===== config.mk =====
export PLATFORM = sky130hd
export DESIGN_NAME = shot_sequencer
export DESIGN_NICKNAME = d
export VERILOG_FILES = /design/src/rtl/shot_sequencer.sv
export SDC_FILE = /design/constraint.sdc
export NUM_CORES = 1
export LEC_CHECK = 0
export BUFFER_PORTS_ARGS = -buffer_cell sky130_fd_sc_hd__buf_2
export CORE_MARGIN = 5
export CORE_UTILIZATION = 45
export DETAILED_ROUTE_END_ITERATION = 10
export PLACE_DENSITY_LB_ADDON = 0.15
export SYNTH_ARGS = -nofsm -noshare
export SYNTH_HDL_FRONTEND = slang
export SYNTH_SLANG_ARGS = --single-unit

===== constraint.sdc =====
create_clock -name clk -period 3.35 [get_ports clk]
set_clock_uncertainty 0.15 [all_clocks]
set_input_delay 0.5025 -clock clk [delete_from_list [all_inputs] [get_ports clk]]
set_output_delay 0.5025 -clock clk [all_outputs]
set_load 0.005 [all_outputs]

===== src/rtl/shot_sequencer.sv =====
// -----------------------------------------------------------------------------
// shot_sequencer
//
// Multi-shot experiment sequencer for the DSP processor array. An accepted
// start latches the run configuration and then repeats shots. A shot is one
// START cycle, followed by RUN cycles until every participating core reports
// done, followed by an optional rest gap. The cores are held in reset between
// shots. An experiment can be aborted, and each shot can be bounded by a
// timeout.
//
// Ports
//   clk          DSP clock; all logic on the rising edge
//   reset        asynchronous, active-low; clears all state
//   stb_start    one-cycle pulse; starts an experiment when idle
//   stb_abort    one-cycle pulse; ends the running experiment
//   nshot        shots to run (0 is treated as 1); sampled on accepted start
//   gap          rest cycles between shots; sampled on accepted start
//   timeout      maximum RUN cycles per shot (0 disables); sampled on start
//   procmask     1 = core participates; sampled on accepted start
//   procdone     per-core done level
//   procreset    per-core reset, active-high, registered
//   busy         high in every state except IDLE
//   stb_shotend  one-cycle pulse per completed shot
//   lastshotdone one-cycle pulse in the DONE cycle
//   shotcnt      completed shots in the current or last experiment
//   timeout_err  sticky shot-timeout flag, cleared on the next accepted start
//   state_mon    state encoding IDLE=0 START=1 RUN=2 GAP=3 DONE=4
// -----------------------------------------------------------------------------
module shot_sequencer #(
   parameter int NPROC    = 4,
   parameter int GAPWIDTH = 24
) (
   input  logic                clk,
   input  logic                reset,
   input  logic                stb_start,
   input  logic                stb_abort,
   input  logic [31:0]         nshot,
   input  logic [GAPWIDTH-1:0] gap,
   input  logic [31:0]         timeout,
   input  logic [NPROC-1:0]    procmask,
   input  logic [NPROC-1:0]    procdone,
   output logic [NPROC-1:0]    procreset,
   output logic                busy,
   output logic                stb_shotend,
   output logic                lastshotdone,
   output logic [31:0]         shotcnt,
   output logic                timeout_err,
   output logic [2:0]          state_mon
);

   typedef enum logic [2:0] {
      S_IDLE  = 3'd0,
      S_START = 3'd1,
      S_RUN   = 3'd2,
      S_GAP   = 3'd3,
      S_DONE  = 3'd4
   } state_t;

   state_t              state_q, state_d;

   logic [31:0]         nshot_q, nshot_d;
   logic [GAPWIDTH-1:0] gap_q, gap_d;
   logic [31:0]         timeout_q, timeout_d;
   logic [NPROC-1:0]    mask_q, mask_d;
   logic [31:0]         timer_q, timer_d;
   logic [GAPWIDTH-1:0] gapcnt_q, gapcnt_d;
   logic [31:0]         shotcnt_q, shotcnt_d;
   logic                terr_q, terr_d;
   logic                shotend_q, shotend_d;
   logic [NPROC-1:0]    procreset_q, procreset_d;

   logic                start_acc;
   logic                abort_ok;
   logic                complete;
   logic                last_shot;
   logic                timed_out;
   logic                gap_end;

   // Run timer stops at all-ones so a disabled timeout never wraps it.
   function automatic logic [31:0] sat_inc32(input logic [31:0] v);
      return (v == 32'hFFFF_FFFF) ? v : v + 32'd1;
   endfunction

   // ---------------------------------------------------------------------------
   // Event decode
   // ---------------------------------------------------------------------------
   assign start_acc = (state_q == S_IDLE) && stb_start;
   assign abort_ok  = stb_abort &&
                      ((state_q == S_START) || (state_q == S_RUN) || (state_q == S_GAP));
   // Timer 0 is the first RUN cycle; done levels are ignored there because
   // they may still be left over from the previous shot.
   assign complete  = (state_q == S_RUN) && (timer_q != 32'd0) &&
                      (&(procdone | ~mask_q));
   assign last_shot = (shotcnt_q + 32'd1) == nshot_q;
   // Firing on timer T-1 makes the shot last exactly T RUN cycles.
   assign timed_out = (state_q == S_RUN) && (timeout_q != 32'd0) &&
                      (timer_q == timeout_q - 32'd1);
   assign gap_end   = (gapcnt_q == gap_q - GAPWIDTH'(1));

   // ---------------------------------------------------------------------------
   // State register
   // ---------------------------------------------------------------------------
   always_ff @(posedge clk or negedge reset) begin
      if (!reset) state_q <= S_IDLE;
      else        state_q <= state_d;
   end

   // ---------------------------------------------------------------------------
   // Next-state logic (completion > abort > timeout)
   // ---------------------------------------------------------------------------
   always_comb begin
      state_d = state_q;
      case (state_q)
         S_IDLE:  if (stb_start) state_d = S_START;
         S_START: state_d = abort_ok ? S_DONE : S_RUN;
         S_RUN: begin
            if (complete) begin
               if (last_shot || abort_ok) state_d = S_DONE;
               else if (gap_q == '0)      state_d = S_START;
               else                       state_d = S_GAP;
            end else if (abort_ok || timed_out) begin
               state_d = S_DONE;
            end
         end
         S_GAP: begin
            if (abort_ok)     state_d = S_DONE;
            else if (gap_end) state_d = S_START;
         end
         S_DONE:  state_d = S_IDLE;
         default: state_d = S_IDLE;
      endcase
   end

   // ---------------------------------------------------------------------------
   // Output and datapath next-state logic
   // ---------------------------------------------------------------------------
   always_comb begin
      nshot_d     = nshot_q;
      gap_d       = gap_q;
      timeout_d   = timeout_q;
      mask_d      = mask_q;
      shotcnt_d   = shotcnt_q;
      terr_d      = terr_q;
      timer_d     = (state_q == S_RUN) ? sat_inc32(timer_q) : 32'd0;
      gapcnt_d    = (state_q == S_GAP) ? gapcnt_q + GAPWIDTH'(1) : '0;
      shotend_d   = complete;
      // Registered from the next state so release lines up with RUN entry.
      procreset_d = (state_d == S_RUN) ? ~mask_q : '1;

      if (start_acc) begin
         nshot_d   = (nshot == 32'd0) ? 32'd1 : nshot;
         gap_d     = gap;
         timeout_d = timeout;
         mask_d    = procmask;
         shotcnt_d = 32'd0;
         terr_d    = 1'b0;
      end

      if (complete) shotcnt_d = shotcnt_q + 32'd1;
      else if (timed_out && !abort_ok) terr_d = 1'b1;
   end

   always_ff @(posedge clk or negedge reset) begin
      if (!reset) begin
         nshot_q     <= '0;
         gap_q       <= '0;
         timeout_q   <= '0;
         mask_q      <= '0;
         timer_q     <= '0;
         gapcnt_q    <= '0;
         shotcnt_q   <= '0;
         terr_q      <= 1'b0;
         shotend_q   <= 1'b0;
         procreset_q <= '1;
      end else begin
         nshot_q     <= nshot_d;
         gap_q       <= gap_d;
         timeout_q   <= timeout_d;
         mask_q      <= mask_d;
         timer_q     <= timer_d;
         gapcnt_q    <= gapcnt_d;
         shotcnt_q   <= shotcnt_d;
         terr_q      <= terr_d;
         shotend_q   <= shotend_d;
         procreset_q <= procreset_d;
      end
   end

   assign procreset    = procreset_q;
   assign busy         = (state_q != S_IDLE);
   assign stb_shotend  = shotend_q;
   assign lastshotdone = (state_q == S_DONE);
   assign shotcnt      = shotcnt_q;
   assign timeout_err  = terr_q;
   assign state_mon    = state_q;

endmodule


==> results of run 1 <==
cell type report:
cell class	count	share of cell area
timing repair buffer	245	0.108
sequential	189	0.338
clock inverter	13	0.0129
multi-input combinational	1122	0.474
inverter	22	0.00590
clock buffer	18	0.0307
tap	335	0.0300
synthesized netlist by cell type (13+ instances only):
master and count:
nand2_1 323, dfrtp_1 185, nor2_1 111, xnor2_1 94, clkbuf_1 74, o21ai_0 68
xor2_1 67, nand3_1 59, nand4_1 42, nor3_1 38, nor4_1 38, a21oi_1 35
inv_1 22, and3_1 20, o31ai_1 19, or3_1 18, nor2b_1 15, or4_1 15
a31oi_1 13, and4_1 13
state kept, by name, indices dropped and copies added, names as in the netlist:
| signal | flops |
|---|---|
| stb_shotend | 1 |
| timeout_err | 1 |
| timer_q | 32 |
| procreset | 4 |
| shotcnt | 32 |
| state_mon | 3 |
| timeout_q | 32 |
| mask_q | 4 |
| gapcnt_q | 24 |
| nshot_q | 32 |
| gap_q | 24 |
repair_timing:
| item | 4_1_cts | 5_1_grt |
|---|---|---|
| gates resized for setup | 0 | 12 |
| endpoints found under the setup margin | 0 | 5 |
| buffers inserted | 0 | 2 |
critical path: stages (launching register included):
cell and delay, ns:
dfrtp_1 0.47, or4_1 0.66, or3_1 0.41, o211a_1 0.16
a211oi_2 0.18, nand3_1 0.12, nor4b_2 0.28, nand4_1 0.21
a41o_1 0.35, o21ba_1 0.19
routing by layer:
metal	vias to the layer above	global-route usage
met5	-	0
met4	0	0.0582
met3	37	0.0388
met2	302	0.392
met1	5219	0.327
li1	5294	-
power by group:
part           leakage, uW  switching [uW]  total [uW]  internal (uW)
clock network     0.000292             962        2160           1200
logic              0.00350            2370        4110           1740
registers          0.00248             665        3530           2860
how the worst min path moves through the flow:
stage,startpoint,end,cells after the start
after global placement,mask_q[0]$_DFFE_PN0P_,procreset[0]$_DFF_PN1_,1
after detailed placement,mask_q[0]$_DFFE_PN0P_,procreset[0]$_DFF_PN1_,1
after CTS,reset,nshot_q[23]$_DFFE_PN0P_,1
after floorplan,reset,gap_q[0]$_DFFE_PN0P_,0
final,reset,nshot_q[16]$_DFFE_PN0P_,1
after global routing,reset,nshot_q[21]$_DFFE_PN0P_,1
stage by stage:
step | instances | setup TNS (ns)
2_1_floorplan | 1415 | 0
3_3_place_gp | 1911 | 0
3_5_place_dp | 1911 | 0
4_1_cts | 1942 | 0
5_1_grt | 1944 | -0.0138
6_report | 1944 | 0
placed cells by master, fill, tap and decap left out, types with 4 or more instances in the layout:
cell,netlist,final
or2_2,4,4
a31oi_1,13,13
nand4_1,42,42
o31ai_1,19,18
and3_1,20,20
nand3_1,59,59
and4_1,13,13
ha_1,8,7
and3b_1,5,5
o21a_1,4,4
buf_2,5,141
o211ai_1,4,4
nor4_2,1,5
xnor2_1,94,94
dfstp_2,4,4
o21ai_0,68,68
a21oi_1,35,35
nand3b_1,4,4
nor4_1,38,34
nor4b_1,9,8
clkbuf_16,0,17
buf_4,0,101
and2_1,7,7
xor2_1,67,67
nor2b_1,15,15
or4_1,15,15
nor3b_1,7,6
or3_1,18,18
o41ai_1,9,9
nor4_4,5,5
nor2_1,111,111
nand2_1,323,322
nand4b_1,4,4
dfrtp_1,185,185
nor3_1,38,37
nand2b_1,6,6
inv_6,0,4
inv_1,22,22
o22ai_1,4,4
cell families after synthesis:
| group | count (synthesis) |
|---|---|
| buffers and inverters | 104 |
| muxes | 3 |
| xor gates and xnor gates | 161 |
| AOI/OAI and AO/OA | 195 |
| adders and majority gates | 8 |
| DFF | 189 |
| and+or+nand+nor | 755 |
==> flow_summary.ini, run 1 <==
[status]
outcome = finished with violations
violations = hold timing

[detailed_routing]
first_pass_iters = 5
viasPerCell = 5.58
ant_nets = 0
wl_met2_microns = 16600
highest_layer = met4
drc = 0
avgRoutedWirePerCell_microns = 18.0
wirelength_microns = 34900
routed-wl-met3_microns = 1650
drt-met1-wl_microns = 15900
dr.first_iter.drc_count = 868
num_vias = 10900

[sta]
worst_slew_pin_slew_ns = 0.994
fin_crit_sh = 0.983
max_slew_margin = 0.337
fmax_ghz = 0.304
holdWs_ns = -0.0130
fin_ws_ns = 0.0576
period_needed_ns = 3.29
maxSlewViolCount = 0
hold_viol_final = 22
setup_violations = 0

[final_layout]
fin_area_sq_um = 14000
nets = 1705
nFillCells = 2452
diodes = 0
synthToLayoutAreaGrowth_pct = 19.7
drive_gt1_frac = 0.191
seq_area_sq_um = 4730
fin_util = 0.541
multi_input_area_sq_um = 6630

[synth]
post_synth.cell_area_avg_sq_um = 8.26
synthMuxAreaShare = 0.00268
synthArstFlopShare = 1.00
syn_area_sq_um = 11700
syn_nets = 1523
yosys_warnings = 0
synth_compound_area_frac = 0.106
yosys.area.top_type = dfrtp_1
ys_top_cells_by_area = dfrtp_1 (40%), nand2_1 (10%), xnor2_1 (7.0%)
ys_seq_area_frac = 0.405
synth-seq-cells = 189
synth_enable_flop_cells = 0
synth.distinct_cells = 73
synth_cells = 1415
synthSimpleGateAreaFrac = 0.322
synth_top_cell_area_share = 0.396
synthXorXnorAreaFrac = 0.121
synth_flop_cell = dfrtp_1
synthAdderAreaFrac = 0.00857
synth_top_family_by_area = simple AND/OR/NAND/NOR gates

[power]
power_leakage_uw = 0.00627
power.density_nw_per_um2 = 700
finalPower_uw = 9800
ir_drop_uv = 338

[clocking]
clock_path_buffers = 2
htreeDepth = 4
cts_hold_buf = 0
root_buffer = clkbuf_16
cts-buffers-inserted = 17
insertion_delay_ns = 0.44
clkSlewWorstSetupHoldPaths_ns = 0.08
cts_sinks = 189
cts_tree = done

[setup_path]
regToRegSetupSlack_ns = 0.06
crit_path_end = state_mon[1]$_DFF_PN0_
worstSetupStartpointType = flop
crit_required_ns = 3.52
crit_fanout = 6
worst_setup_path_end_kind = flop
r2r-end = state_mon[1]$_DFF_PN0_
critical_path_class = flop to flop
crit_arrival_ns = 3.46
reg2reg_depth = 9
r2r-start = timeout_q[3]$_DFFE_PN0P_
crit_start = timeout_q[3]$_DFFE_PN0P_

[floorplanning]
ioPinCount = 143
die_h_microns = 171
core_area_sq_um = 25800
start_util = 0.452
die-area_sq_um = 29300
rows = 59
die_w_microns = 171

[placed_design]
port_buffers = 142
dpl.hpwl_microns = 26300
dpl_worst_slack_ns = 0.0615
placed_area_sq_um = 13300
place_congestion = 0.938

[flow_run]
maxCapViolCount = 0

[global_routing]
track_usage = 0.237
grt_overflow = 0
grt_pass1_vias = 10400
grt_max_degree = 87
grt_pass1_wl_microns = 55400
grt_antenna_before_repair = 0

[min_path]
hold_path_class = primary input to asynchronous set/reset pin
(Power assumes the default switching activity.)
==> run 2: changes to the inputs <==
--- a/config.mk
+++ b/config.mk
@@ -5,9 +5,11 @@
 export SDC_FILE = /design/constraint.sdc
 export NUM_CORES = 1
 export LEC_CHECK = 0
+export ABC_AREA = 1
 export BUFFER_PORTS_ARGS = -buffer_cell sky130_fd_sc_hd__buf_2
 export CORE_MARGIN = 5
 export CORE_UTILIZATION = 45
+export CTS_BUF_LIST = sky130_fd_sc_hd__clkbuf_8
 export DETAILED_ROUTE_END_ITERATION = 10
 export PLACE_DENSITY_LB_ADDON = 0.15
 export SYNTH_ARGS = -nofsm -noshare
==> constraint.sdc (replaced) <==
create_clock -name clk -period 3.35 [get_ports clk]
set_clock_uncertainty 0.15 [all_clocks]
set_input_delay 0.5025 -clock clk [delete_from_list [all_inputs] [get_ports clk]]
set_output_delay 0.5025 -clock clk [all_outputs]
set_load 0.01 [all_outputs]
==> run 2 against run 1 <==
The run now ends clean. Maximum frequency up 15%. Design area down 2.6%. Synthesized cell count up 23%. Critical path depth up 5. Die area up 3.0%. Clock power down 23%. Area after synthesis up 3.2%. Sequential power about the same. Largest cell class unchanged. Total power down 12%. Combinational power down 16%. Global-route usage up 0.88 points. Register-to-register slack better by 0.42 ns.
==> flow_summary.ini, run 2 <==
[setup_path]
crit_required_ns = 3.61
r2r-start = timeout_q[0]$_DFFE_PN0P_
critical_path_class = flop to flop
crit_arrival_ns = 3.13
worstSetupStartpointType = flop
regToRegSetupSlack_ns = 0.48
r2r-end = procreset[3]$_DFF_PN1_
worst_setup_path_end_kind = flop
reg2reg_depth = 14
crit_fanout = 13

[clocking]
insertion_delay_ns = 0.48
cts_setup_buffers = 0
cts_sinks = 189
htreeDepth = 4
clkSlewWorstSetupHoldPaths_ns = 0.12
clock_path_buffers = 2
cts_tree = done
cts-buffers-inserted = 17
root_buffer = clkbuf_8

[detailed_routing]
avgRoutedWirePerCell_microns = 16.7
drc = 0
wirelength_microns = 37200
viasPerCell = 5.24
num_vias = 11700
dr.first_iter.drc_count = 893
first_pass_iters = 5
ant_nets = 0

[final_layout]
drive_gt1_frac = 0.135
fin_area_sq_um = 13600
synthToLayoutAreaGrowth_pct = 13.0
final_common_cell = nand2_1
layout_common_cells = nand2_1 (593), nor2_1 (203), dfrtp_1 (185), inv_1 (164), buf_2 (141)
nets = 1982

[global_routing]
grt_pass1_vias = 11400
grt_max_degree = 74
track_usage = 0.246
grt_pass1_wl_microns = 60100
grt_antenna_before_repair = 1
grt_overflow = 0

[min_path]
hold_depth = 3
holdPathEnd = timeout_q[24]$_DFFE_PN0P_
hold_path_class = primary input to flop
hold_start = timeout[24]

[floorplanning]
ioPinCount = 143
rows = 60
die_h_microns = 174
die-area_sq_um = 30200
die_w_microns = 174
core_area_sq_um = 26700
start_util = 0.453

[sta]
hold_viol_final = 0
fmax_ghz = 0.348
fin_ws_ns = 0.477
fin_tns_setup_ns = 0
rsz0062_at_grt = no
worst_slew_pin_slew_ns = 0.723
maxSlewViolCount = 0
setup_violations = 0
max_slew_margin = 0.517
period_needed_ns = 2.87
fin_crit_sh = 0.858

[synth]
synthXorXnorAreaFrac = 0.0601
synthArstFlopShare = 1.00
synthSimpleGateAreaFrac = 0.393
netlist_top_cells_count = nand2_1 (593), nor2_1 (203), dfrtp_1 (185)
post_synth.cell_area_avg_sq_um = 6.94
synth-seq-cells = 189
synth.most_common_cell = nand2_1
ys_top_cells_by_area = dfrtp_1 (38%), nand2_1 (18%), nor2_1 (6.3%)
synth_flop_cell = dfrtp_1
synthAdderAreaFrac = 0.00830
syn_area_sq_um = 12100
syn_nets = 1845
synth_enable_flop_cells = 0
synthMuxAreaShare = 0
yosys.area.top_type = dfrtp_1
synth_cells = 1737
ys_seq_area_frac = 0.392
synth_top_cell_area_share = 0.384
synth.distinct_cells = 53
synth_top_family_by_area = simple AND/OR/NAND/NOR gates
synth_compound_area_frac = 0.0810
yosys_warnings = 0

[placed_design]
dpl_worst_slack_ns = 0.530
place_congestion = 0.951
port_buffers = 142
dpl.hpwl_microns = 28800
placed_area_sq_um = 13200

[power]
power.density_nw_per_um2 = 633
power_leakage_uw = 0.00642
ir_drop_uv = 315

[status]
outcome = finished, final reports clean

[flow_run]
maxCapViolCount = 0
[run 2: changes by cell type in the layout (fill, tap and decap cells not counted), sizes merged, moves of 17 or more]
cell / change
buf: -92
nand3: +59
or3: -18
nand2: +282
o21ai: +32
and3: -17
nor2: +121
inv: +152
xnor2: -71
o22ai: +18
[run 2: metrics by stage]
step	hold slack, ns	total power, uW	util	std cells
2_1_floorplan	0.0569	5850	-	1737
3_3_place_gp	0.265	6930	0.495	2195
3_5_place_dp	0.282	6980	0.495	2195
4_1_cts	0.0327	8660	0.511	2228
5_1_grt	0.0372	9300	0.511	2229
6_report	0.0564	8620	0.511	2229
[run 2: layer usage]
metal	vias to the layer above	share of wire	track usage
li1	5870	-	-
met2	305	0.47	0.410
met4	0	0.027	0.0732
met5	-	0	0
met1	5444	0.45	0.330
met3	51	0.048	0.0406
[run 2: logic make-up (layout without fill, tap and decap cells)]
logic type               Yosys count  after routing
AND/OR/NAND/NOR                 1080           1080
other                              0              1
adder cells (fa/ha/maj)            8              8
buffers and inverters            207            357
flip-flops                       189            189
AO/OA/AOI/OAI                    175            175
XOR/XNOR                          78             78
[run 2: how the worst max path moves through the flow]
stage,cells past startpoint,to,from,slack (ns)
after floorplan,14,procreset[0]$_DFF_PN1_,shotcnt[0]$_DFFE_PN0P_,0.99
after global placement,14,procreset[2]$_DFF_PN1_,timeout_q[0]$_DFFE_PN0P_,0.56
after detailed placement,14,procreset[2]$_DFF_PN1_,timeout_q[0]$_DFFE_PN0P_,0.53
after CTS,14,procreset[2]$_DFF_PN1_,timeout_q[0]$_DFFE_PN0P_,0.48
after global routing,14,procreset[3]$_DFF_PN1_,timeout_q[0]$_DFFE_PN0P_,0.20
final,14,procreset[3]$_DFF_PN1_,timeout_q[0]$_DFFE_PN0P_,0.48
[run 2: repair_timing]
item	in CTS	in global routing
endpoints found under the hold margin	70	0
hold buffers	1	0
resized for setup	0	0
[run 2: critical path: stages, from the launching register on]
cell and delay (ns):
dfrtp_1 0.43, inv_1 0.16, ha_1 0.24, nand2_2 0.12
nor2_4 0.28, nand2_1 0.14, nor2_1 0.16, xor2_1 0.21
nand2b_1 0.13, nand3_1 0.06, nor2_1 0.25, nand2_1 0.11
nand3_1 0.13, nand4_4 0.13, nand3_1 0.10
[run 2: area by class of cell]
type | instances | area [sq um]
repair buffers | 154 | 850
inverters | 171 | 647
diodes | 1 | 2.50
clock buffers | 18 | 248
clock inverters | 14 | 171
multi-input cells | 1341 | 6550
well taps | 341 | 427
fillers | 2736 | 13000
flip-flops and latches | 189 | 4730
[run 2: power by group]
group	total, uW	internal (uW)	switching (uW)
Combinational	3450	1230	2220
Sequential	3510	2870	641
Clock	1670	716	953
Total	8620	4810	3810
